--- config.mk ---
export PLATFORM = sky130hd
export DESIGN_NAME = instruction_loader
export DESIGN_NICKNAME = d
export VERILOG_FILES = /design/src/rtl/instruction_loader.sv
export SDC_FILE = /design/constraint.sdc
export NUM_CORES = 1
export LEC_CHECK = 0
export BUFFER_PORTS_ARGS = -buffer_cell sky130_fd_sc_hd__buf_2
export CAP_MARGIN = 25
export CORE_MARGIN = 1.5
export CORE_UTILIZATION = 58
export CTS_CLUSTER_SIZE = 28
export DETAILED_ROUTE_END_ITERATION = 8
export PLACE_DENSITY = 0.84
export SYNTH_ARGS = -nofsm -noshare
export SYNTH_HDL_FRONTEND = slang
export SYNTH_SLANG_ARGS = --single-unit
--- constraint.sdc ---
create_clock -name clk -period 5 [get_ports clk]
set_input_delay 0.25 -clock clk [delete_from_list [all_inputs] [get_ports clk]]
set_output_delay 0.25 -clock clk [all_outputs]
set_load 0.01 [all_outputs]
--- src/rtl/instruction_loader.sv ---
// Purpose: packs a big-endian byte stream into 32-bit instruction words and writes them to imem.
// Latency: mem_we/mem_addr/mem_wdata are registered, one cycle after the 4th byte of each word.
// Backpressure: in_ready is high only while loading (LOAD/CHECK); no internal buffering.
//
// Ports:
//   clk, rst_n            clock, asynchronous active-low reset
//   start, word_count     load request (sampled in IDLE/DONE) and number of words to load
//   in_valid/in_ready/in_data   byte stream handshake
//   mem_we/mem_addr/mem_wdata   instruction memory write port (byte address, word aligned)
//   busy, done, error     CPU stall, load completed, request rejected / checksum failed
//
// Optional feature: define LOADER_CHECKSUM_EN to require a trailing big-endian XOR
// checksum word after the image; the loader then reports error on mismatch.
module instruction_loader #(
  parameter int ADDR_WIDTH = 10,
  parameter int MAX_WORDS  = 1024
) (
  input  logic                  clk,
  input  logic                  rst_n,
  input  logic                  start,
  input  logic [ADDR_WIDTH:0]   word_count,
  input  logic                  in_valid,
  input  logic [7:0]            in_data,
  output logic                  in_ready,
  output logic                  mem_we,
  output logic [31:0]           mem_addr,
  output logic [31:0]           mem_wdata,
  output logic                  busy,
  output logic                  done,
  output logic                  error
);

  typedef enum logic [1:0] {
    IDLE,
    LOAD,
`ifdef LOADER_CHECKSUM_EN
    CHECK,
`endif
    DONE
  } state_t;

  localparam logic [ADDR_WIDTH:0]   MAX_WC  = MAX_WORDS[ADDR_WIDTH:0];
  localparam logic [ADDR_WIDTH:0]   WC_ONE  = {{ADDR_WIDTH{1'b0}}, 1'b1};
  localparam logic [ADDR_WIDTH-1:0] IDX_ONE = {{(ADDR_WIDTH-1){1'b0}}, 1'b1};

  state_t                state;
  logic [ADDR_WIDTH-1:0] idx;
  logic [ADDR_WIDTH:0]   wc_last;   // word_count-1, kept one bit wider to avoid truncation
  logic [1:0]            byte_cnt;
  logic [23:0]           word_sr;   // first three bytes of the word in progress
  logic [31:0]           next_word;
  logic                  xfer;
  logic                  last_byte;
`ifdef LOADER_CHECKSUM_EN
  logic [31:0]           xor_acc;
`endif

  // in_ready is a registered copy of "state is LOAD or CHECK", so it is safe to
  // use directly for the handshake.
  assign xfer      = in_valid && in_ready;
  assign next_word = {word_sr, in_data};
  assign last_byte = (byte_cnt == 2'd3);

  always_ff @(posedge clk or negedge rst_n) begin
    if (!rst_n) begin
      state     <= IDLE;
      idx       <= '0;
      wc_last   <= '0;
      byte_cnt  <= '0;
      word_sr   <= '0;
      in_ready  <= 1'b0;
      mem_we    <= 1'b0;
      mem_addr  <= '0;
      mem_wdata <= '0;
      busy      <= 1'b0;
      done      <= 1'b0;
      error     <= 1'b0;
`ifdef LOADER_CHECKSUM_EN
      xor_acc   <= '0;
`endif
    end else begin
      mem_we <= 1'b0;
      case (state)
        IDLE, DONE: begin
          if (start) begin
            if (word_count > MAX_WC) begin
              // Rejected request: flag it but stay where we are.
              error <= 1'b1;
              done  <= 1'b0;
            end else if (word_count == '0) begin
              state <= DONE;
              done  <= 1'b1;
              error <= 1'b0;
            end else begin
              state    <= LOAD;
              in_ready <= 1'b1;
              busy     <= 1'b1;
              done     <= 1'b0;
              error    <= 1'b0;
              idx      <= '0;
              byte_cnt <= '0;
              wc_last  <= word_count - WC_ONE;
`ifdef LOADER_CHECKSUM_EN
              xor_acc  <= '0;
`endif
            end
          end
        end

        LOAD: begin
          if (xfer) begin
            word_sr  <= next_word[23:0];
            byte_cnt <= byte_cnt + 2'd1;
            if (last_byte) begin
              mem_we    <= 1'b1;
              mem_wdata <= next_word;
              mem_addr  <= {{(30-ADDR_WIDTH){1'b0}}, idx, 2'b00};
`ifdef LOADER_CHECKSUM_EN
              xor_acc   <= xor_acc ^ next_word;
`endif
              if ({1'b0, idx} == wc_last) begin
`ifdef LOADER_CHECKSUM_EN
                // in_ready/busy stay high to collect the checksum word.
                state <= CHECK;
`else
                state    <= DONE;
                done     <= 1'b1;
                in_ready <= 1'b0;
                busy     <= 1'b0;
`endif
              end else begin
                idx <= idx + IDX_ONE;
              end
            end
          end
        end

`ifdef LOADER_CHECKSUM_EN
        CHECK: begin
          if (xfer) begin
            word_sr  <= next_word[23:0];
            byte_cnt <= byte_cnt + 2'd1;
            if (last_byte) begin
              state    <= DONE;
              in_ready <= 1'b0;
              busy     <= 1'b0;
              if (next_word == xor_acc) begin
                done <= 1'b1;
              end else begin
                error <= 1'b1;
              end
            end
          end
        end
`endif

        default: begin
          state    <= IDLE;
          in_ready <= 1'b0;
          busy     <= 1'b0;
        end
      endcase
    end
  end

endmodule

Word level (Yosys, flattened, before mapping):

Cells that the tools add are included.

* register bits after elaboration: 95
* input bits: 23
* output and inout bits: 69

* add/sub/neg operators: 3
* magnitude comparators: 1
* equality and inequality tests: 11
* mux-type cells: 37
* bitwise operators: 2
* reductions and logical operators: 14

Operator list (count)
* 2-to-1 mux 10 bit: 6
* 2-to-1 mux 2 bit: 10
* one-hot mux 10 bit (2 select lines): 1
* 2-to-1 mux 1 bit: 16
* AND reduction 5 bit: 3
* != test 2 bit (second input constant): 7
* equality test 10 x 11 -> 1 bit: 1
* greater-than comparator 11 bit (second input constant): 1
* zero test 11 bit: 1
* subtractor 11 x 1 -> 11 bit (second input constant): 1
* adder 10 x 1 -> 10 bit (second input constant): 1
* one-hot mux 2 bit (2 select lines): 2
* AND reduction 7 bit: 1
* AND reduction 6 bit: 1
* equality test 2 bit (second input constant): 2
* one-hot mux 1 bit (2 select lines): 2
* AND reduction 2 bit: 2
* AND reduction 4 bit: 1
* AND reduction 3 bit: 1
* adder 2 x 1 -> 2 bit (second input constant): 1
* equality test 2 x 1 -> 1 bit (second input constant): 1
* zero test 2 bit: 1
* NOT 1 bit: 2
* nonzero test 2 bit: 1
* 2 further kinds: 2

Longest topological paths before layout:

Gate-level depths: netlist (run 1).

* depth after elaboration: 5
* mapped depth: 7
* depth with buffers taken out: 6

Least setup slack after synthesis (run 1):

OpenSTA, ideal clock, no wires.

* kind: flip-flop to flip-flop
* start point: register byte_cnt[0]
* end point: register mem_addr[2]
* setup time: 0.125 ns
* data arrival time: 1.595 ns
* required time: 4.875 ns
* setup slack: 3.281 ns
* stages on the path, launching flop included: 6
* path buffers: 1
* clock period less this slack: 1.719 ns
* path through: dfrtp_1 > ha_1 > nand3_1 > nor2_1 > clkbuf_1 > mux2_2

* word-level cells in the longest chain between the ends: 2

RTL lines
* from (decl): RTL line 49 `logic [1:0] byte_cnt;`
* from (signal assigned): RTL line 113 `byte_cnt <= byte_cnt + 2'd1;`
* equality test 2 bit: RTL line 62 `assign last_byte = (byte_cnt == 2'd3);`
* AND reduction 3 bit (no source line)
* to (signal assigned): RTL line 117 `mem_addr <= {{(30-ADDR_WIDTH){1'b0}}, idx, 2'b00};`
* to (decl): RTL line 26 `output logic [31:0] mem_addr,`

Every way passes these cells.
A chain may end at the register's enable or synchronous reset.

Worst setup path in the final report (run 1):

* start point: register state[1]
* end point: register idx[0]

* word-level cells in the longest chain between the ends: 4
* elaborated cells between the ends (all ways): 13

RTL lines
* from (decl): RTL line 46 `state_t state;`
* from (signal assigned): RTL line 66 `state <= IDLE;`
* from (signal assigned): RTL line 91 `state <= DONE;`
* from (signal assigned): RTL line 95 `state <= LOAD;`
* equality test 2 bit or zero test 2 bit (tied branches): RTL line 83 `case (state)`
* OR reduction 2 bit: RTL line 83
* != test 2 bit (no source line) or nonzero test 2 bit (tied branches)
* AND reduction 7 bit (no source line)
* to (signal assigned): RTL line 132 `idx <= idx + IDX_ONE;`
* to (decl): RTL line 47 `logic [ADDR_WIDTH-1:0] idx;`

Several ways; a longest one is shown, not always the timed one.

==> results.md, run 1 <==
* Final wirelength at 7.58 mm
* CP max stage delay at 0.59 ns
* Maximum clock frequency at 0.419 GHz
* Post CTS Setup Buffer Count at 0
* Core area at 0.00718 mm^2
* Period minus WS final at 2.39 ns
* Clock transition at path regs at 0.10 ns
* Critical Path RT at 5.30 ns
* Placer congestion estimate at 0.847
* Tightest Pin Transition at 0.701 ns
* GRT overflow at 0
* MaxCap Viol Count at 0
* Vias in the first global route at 2,683
* Initial Utilization at 0.595
* Area growth from synthesis to layout at 14.0%
* Top FF cell, synth: dfrtp_1
* CTS Sinks at 95
* Largest net degree at the start of global routing at 58
* Critical path data arrival time at 2.69 ns
* Total power density per cell area at 507 mW/mm^2
* Worst-path maximum fanout at 28
* Switch share at 0.313
* Crit path capture type: register
* Post-synthesis sequential area ratio at 0.557
* Comb power frac at 0.275
* Worst Setup Start Kind: register
* Final setup viols at 0
* Worst min path class: primary input to register
* # fillers at 546
* Worst skew pair latency at 0.36 ns
* Post-DP HPWL at 5.31 mm
* Layout net count at 431
* First-pass GRT wire length at 12.4 mm
* Clock Skews at 0.0134 ns
* Die height at 88.8 um
* Ys async rst share at 1.00
* Net Switching at 772 uW
* Number of I/O pins at 92
* Initial DRC Count at 73
* Number of flops mapped to enable cells by yosys at 0
* Critical path class: register to register
* Peak supply drop at 341 uV
* Crit-path slowest cell: nor2_4
* Setup TNS at 0 ns
* Design Power at 2470 uW
* Initial DRT Pass Iterations at 4
* Sequential group share of total power at 0.496
* Post-synth cell types at 45
* CTS-repair resized insts at 0
* RSZ-0062 raised after global routing: false
* Buf+Inv Stages, Crit Path at 1
* Initial antenna violation count at 0
* Worst rel slew slack at 0.532
* Crit-path cells: nand2b_1, nor2_4, buf_4, and2_0, mux2_2
* PortBufs at 69
* DR vias/cell at 5.36
* Syn Std Cell Area at 0.00427 mm^2
* CTS Buffer Depth at 2
* Top delay family on crit path: simple AND/OR/NAND/NOR gates
* Outcome: finished clean
* Final Hold Viols at 0
* Core Rows at 31
* H-Tree Depth at 3
* Storage element area at 0.00238 mm^2
* Wire per inst at 14.9 um
* Internal cell power at 1690 uW
* CTS Buf Count at 9
* Die ar. at 0.00788 mm^2
* Die X-Extent at 88.8 um
* Max Slew Vio Count at 0
* DRC viols at 0
* Total GRT Usage at 0.209
* Synthesized instance count at 332
* Period utilisation layout at 0.478
* Footprint of the multi-input gates at 0.00173 mm^2
* Total of warnings raised by yosys at 0
* Post-route ant nets at 0
* Syn avg cell area at 12.9 um^2
* CTS tree: built
* Clock share of power at 0.230
* Seq cells post-synth at 95
* Leakage at 0.00251 uW
* Antenna cells at 0
* Fraction of layout cells with a size suffix above 1 at 0.399
* DR vias at 2,722
* Clock root buffer: clkbuf_8
power groups by stage:
| stage | logic [uW] | registers, uW | clock network, uW |
|---|---|---|---|
| final | 677 | 1220 | 566 |
| after global routing | 751 | 1260 | 613 |
| after CTS | 689 | 1220 | 576 |
| after detailed placement | 686 | 1240 | 0 |
| after global placement | 654 | 1220 | 0 |
| after floorplan | 420 | 1250 | 0 |
per-layer routing:
metal | vias to the layer above | global-route usage | wire [um]
li1 | 1265 | - | -
met1 | 1370 | 0.254 | 3230
met2 | 75 | 0.346 | 3730
met3 | 12 | 0.0840 | 515
met4 | 0 | 0.0611 | 102
met5 | - | 0 | 0
synth_stat cells, types with 2 or more instances:
cell type	n	area share
mux2_2	67	0.18
inv_1	7	0.0062
o21ai_0	13	0.015
o211ai_1	2	0.0035
dfrtp_1	95	0.56
and2_1	5	0.0073
buf_4	25	0.044
xnor2_1	6	0.012
nand4_1	4	0.0059
and3_1	2	0.0029
o31ai_1	2	0.0035
o211a_1	2	0.0047
clkbuf_1	5	0.0044
xor2_1	14	0.029
nand2b_1	3	0.0044
nor3_1	5	0.0059
nand2_1	13	0.011
ha_1	4	0.012
a22o_1	4	0.0082
a221o_1	2	0.0047
nand3_1	9	0.011
nor4_1	3	0.0044
buf_2	4	0.0047
a21o_1	2	0.0035
nor2_1	14	0.012
through the flow:
step                std cells  hold slack, ns   util  setup WS [ns]  cell area, um^2
CTS                       508           0.125  0.678           2.60             4870
global route              508           0.123  0.678           2.46             4870
floorplan                 353         -0.0456      -           3.28             4350
global placement          491           0.242  0.645           2.68             4630
finish                    508           0.135  0.678           2.61             4870
detailed placement        491           0.248  0.645           2.62             4630
worst register-to-register path, delay by kind of cell (launching register included):
kind | cells | cell delay (ns)
buf+inv | 1 | 0.46
flops | 1 | 0.44
mux | 1 | 0.22
simple gates | 3 | 1.21
cell type report:
class                      instances  area share
timing repair buffer              74      0.0797
clock buffer                       9      0.0254
multi-input combinational        217       0.354
inverter                           7     0.00540
sequential                        95       0.488
clock inverter                     7      0.0211
tap                               99      0.0254
placed cells by master (no fill, tap or decap), types with 3 or more instances in the layout:
cell	count
ha_1	4
mux2_2	67
nor3_1	5
a22o_1	4
o21ai_0	13
nor2_1	13
inv_1	7
buf_4	5
and2_1	5
nand2_1	13
nand3_1	9
conb_1	22
nand2b_1	3
clkbuf_8	9
buf_2	68
dfrtp_1	95
xnor2_1	6
nand4_1	4
nor4_1	3
xor2_1	14
timing repair:
item                       CTS  global route
hold buffers                 1             0
hold endpoints to repair    38             0
setup endpoints to repair    0             0
final timing paths:
| kind | start | depth (start not counted) | to | slack (ns) |
|---|---|---|---|---|
| setup / recovery | state[1] | 5 | idx[0] | 2.61 |
| hold / removal | in_data[2] | 2 | mem_wdata[2] | 0.14 |
| setup reg to reg | state[1] | 5 | idx[0] | 2.61 |
| hold reg to reg | wc_last[10] | 2 | wc_last[10] | 0.49 |
| max in group asynchronous | rst_n | 3 | byte_cnt[1] | 3.53 |
| min in group asynchronous | rst_n | 2 | wc_last[2] | 0.40 |
flip-flops by register name (all words and copies together) (netlist names), 2 cells and up:
signal and flops:
word_sr 24, byte_cnt 2, mem_wdata 32, mem_addr 10, state 2, idx 10, wc_last 11
kinds of logic (layout without fill, tap and decap cells):
logic type,Yosys count,in the layout,share of synthesized area
AOI/OAI and AO/OA,35,35,0.0607
xor gates and xnor gates,20,20,0.0410
adders and majority gates,4,4,0.0117
buffers and inverters,41,97,0.0592
DFF,95,95,0.557
muxes,69,69,0.183
other,1,22,0.000878
and+or+nand+nor,67,67,0.0870
Note: power is estimated with default switching activity, not from simulation.
==> run 2, diff against run 1 <==
--- a/config.mk
+++ b/config.mk
@@ -8,10 +8,10 @@
 export BUFFER_PORTS_ARGS = -buffer_cell sky130_fd_sc_hd__buf_2
 export CAP_MARGIN = 25
 export CORE_MARGIN = 1.5
-export CORE_UTILIZATION = 58
+export CORE_UTILIZATION = 49
 export CTS_CLUSTER_SIZE = 28
 export DETAILED_ROUTE_END_ITERATION = 8
-export PLACE_DENSITY = 0.84
+export PLACE_DENSITY = 0.76
 export SYNTH_ARGS = -nofsm -noshare
 export SYNTH_HDL_FRONTEND = slang
 export SYNTH_SLANG_ARGS = --single-unit
==> constraint.sdc (replaced) <==
create_clock -name clk -period 2.12 [get_ports clk]
set_input_delay 0.106 -clock clk [delete_from_list [all_inputs] [get_ports clk]]
set_output_delay 0.106 -clock clk [all_outputs]
set_load 0.01 [all_outputs]
==> results.md, run 2 (synthesis gave the netlist of run 1 again) <==
* Outcome: finished clean
* Max Slew Vio Count at 0 (unchanged)
* Area growth from synthesis to layout at 16.6%
* Setup TNS at 0 ns (unchanged)
* CTS Sinks at 95 (unchanged)
* Setup slack, reg-to-reg at 0.22 ns (-2.39 ns)
* Post-route ant nets at 0 (unchanged)
* Initial Utilization at 0.512 (-0.0831)
* Core area at 0.00834 mm^2 (+16%)
* Initial DRT Pass Iterations at 5 (+1)
* Placed Cells at 502 (+2.2%)
* Final wirelength at 7.81 mm (+3.0%)
* PortBufs at 69 (unchanged)
* DR vias at 2,707 (-0.55%)
* Post-DP HPWL at 5.56 mm (+4.6%)
* Die ar. at 0.00928 mm^2 (+18%)
* Top reg by flops: mem_wdata
* CP max stage delay at 0.45 ns (-0.14 ns)
* Worst skew pair latency at 0.37 ns (about the same)
* Placer congestion estimate at 0.897 (+5.8%)
* Maximum clock frequency at 0.527 GHz (+26%)
* Worst Setup Start Kind: register
* Total GRT Usage at 0.188 (-0.0209)
* Die X-Extent at 96.3 um (+8.5%)
* CTS Buf Count at 9 (unchanged)
* Core Rows at 33 (+6.5%)
* Worst rel slew slack at 0.604 (+0.0722)
* Worst-path maximum fanout at 7 (-75%)
* Wire per inst at 14.8 um (-0.89%)
* Clock root buffer: clkbuf_8
* Leakage at 0.00256 uW (+1.8%)
* First-pass GRT wire length at 13.0 mm (+4.3%)
* RR Startpoint: idx[0]
* Critical Path RT at 2.37 ns (-2.93 ns)
* Fin cells at 528 (+3.9%)
* Number of I/O pins at 92 (unchanged)
* CTS Buffer Depth at 2 (unchanged)
* Final Hold Viols at 0 (unchanged)
* Largest registers: mem_wdata (32), word_sr (24), wc_last (11)
* Initial DRC Count at 85 (+16%)
* Critical path data arrival time at 2.15 ns (-0.54 ns)
* GRT overflow at 0 (unchanged)
* Crit path capture type: register
* RSZ-0062 raised after global routing: false
* Final setup viols at 0 (unchanged)
* Tightest Pin Transition at 0.594 ns (-0.107 ns)
* H-Tree Depth at 3 (unchanged)
* Crit path depth at 5 (unchanged)
* Worst min path class: primary input to register
* CTS tree: built
* DR vias/cell at 5.13 (-4.3%)
* Buf+Inv Stages, Crit Path at 0 (-1)
* Peak supply drop at 768 uV (+130%)
* DRC viols at 0 (unchanged)
* Initial antenna violation count at 0 (unchanged)
* Critical path class: register to register
* Layout net count at 445 (+3.2%)
* Largest net degree at the start of global routing at 46 (-21%)
* Crit-path cells: xor2_1, nor4_2, nand3_2, and2_1, a221o_1
* Launch point of the worst path: idx[0]
* Total power density per cell area at 1130 mW/mm^2 (+120%)
* Commonest non-fill, non-tap cell in the layout: dfrtp_1
* RR Endpoint: idx[7]
* Top delay family on crit path: simple AND/OR/NAND/NOR gates
* Crit-path slowest cell: dfrtp_1
* Clock Skews at 0.0115 ns (-0.00181 ns)
* Fraction of layout cells with a size suffix above 1 at 0.402 (+0.00336)
* Most frequent cells in the layout: dfrtp_1 (95), buf_2 (68), mux2_2 (67)
* Clock transition at path regs at 0.09 ns (about the same)
* MaxCap Viol Count at 0 (unchanged)
* Worst Setup EP: idx[7]
* Period utilisation layout at 0.895 (+0.418)
* Period minus WS final at 1.90 ns (-0.491 ns)
* Die height at 96.3 um (+8.5%)
* Vias in the first global route at 2,756 (+2.7%)
* Worst r2r path cells at 5 (unchanged)
* Antenna cells at 0 (unchanged)
* Max reg flops at 32 (unchanged)
-- run 2: area by class of cell --
class	instances	area, um^2
repair buffers	88	528
well taps	105	131
clock buffers	9	124
clock inverters	7	55.1
flip-flops and latches	95	2380
multi-input cells	217	1740
fillers	711	3360
inverters	7	26.3
-- run 2: worst min path at each step --
stage	startpoint	end	slack, ns	cells after the start
after global routing	word_count[3]	wc_last[3]	0.05	3
final	word_count[3]	wc_last[3]	0.04	3
after detailed placement	rst_n	wc_last[8]	0.16	1
after CTS	word_count[3]	wc_last[3]	0.02	3
after global placement	rst_n	wc_last[8]	0.15	1
after floorplan	rst_n	busy	-0.19	0
-- run 2: repair_timing --
| item | 4_1_cts | 5_1_grt |
|---|---|---|
| gates resized for setup | 0 | 3 |
| setup endpoints to repair | 0 | 10 |
| hold endpoints to repair | 59 | 0 |
| buffers inserted | 0 | 0 |
| hold buffers | 10 | 0 |
-- run 2: routing by layer --
metal	track usage	vias to the layer above	routed length [um]
met5	0	-	0
met2	0.313	78	3870
met3	0.0695	10	473
li1	-	1298	-
met4	0.0604	0	98
met1	0.227	1321	3360
-- run 2: metrics by stage --
step | total power [uW] | cell area (um^2) | hold WS, ns | setup slack [ns] | util
after detailed placement | 4540 | 4690 | 0.157 | 0.0364 | 0.562
after floorplan | 3940 | 4350 | -0.190 | 0.401 | -
after global routing | 6000 | 4980 | 0.0524 | 0.0566 | 0.597
after CTS | 5660 | 4970 | 0.0195 | 0.0395 | 0.596
after global placement | 4460 | 4690 | 0.145 | 0.105 | 0.562
final | 5610 | 4980 | 0.0384 | 0.222 | 0.597
-- run 2: power by group --
group          internal (uW)  switching, uW
combinational            874            739
clock                    440            652
sequential              2470            433
-- run 2: worst register-to-register path: stages (launching register included) --
cell     delay, ns
dfrtp_1       0.45
xor2_1        0.20
nor4_2        0.35
nand3_2       0.17
and2_1        0.28
a221o_1       0.34
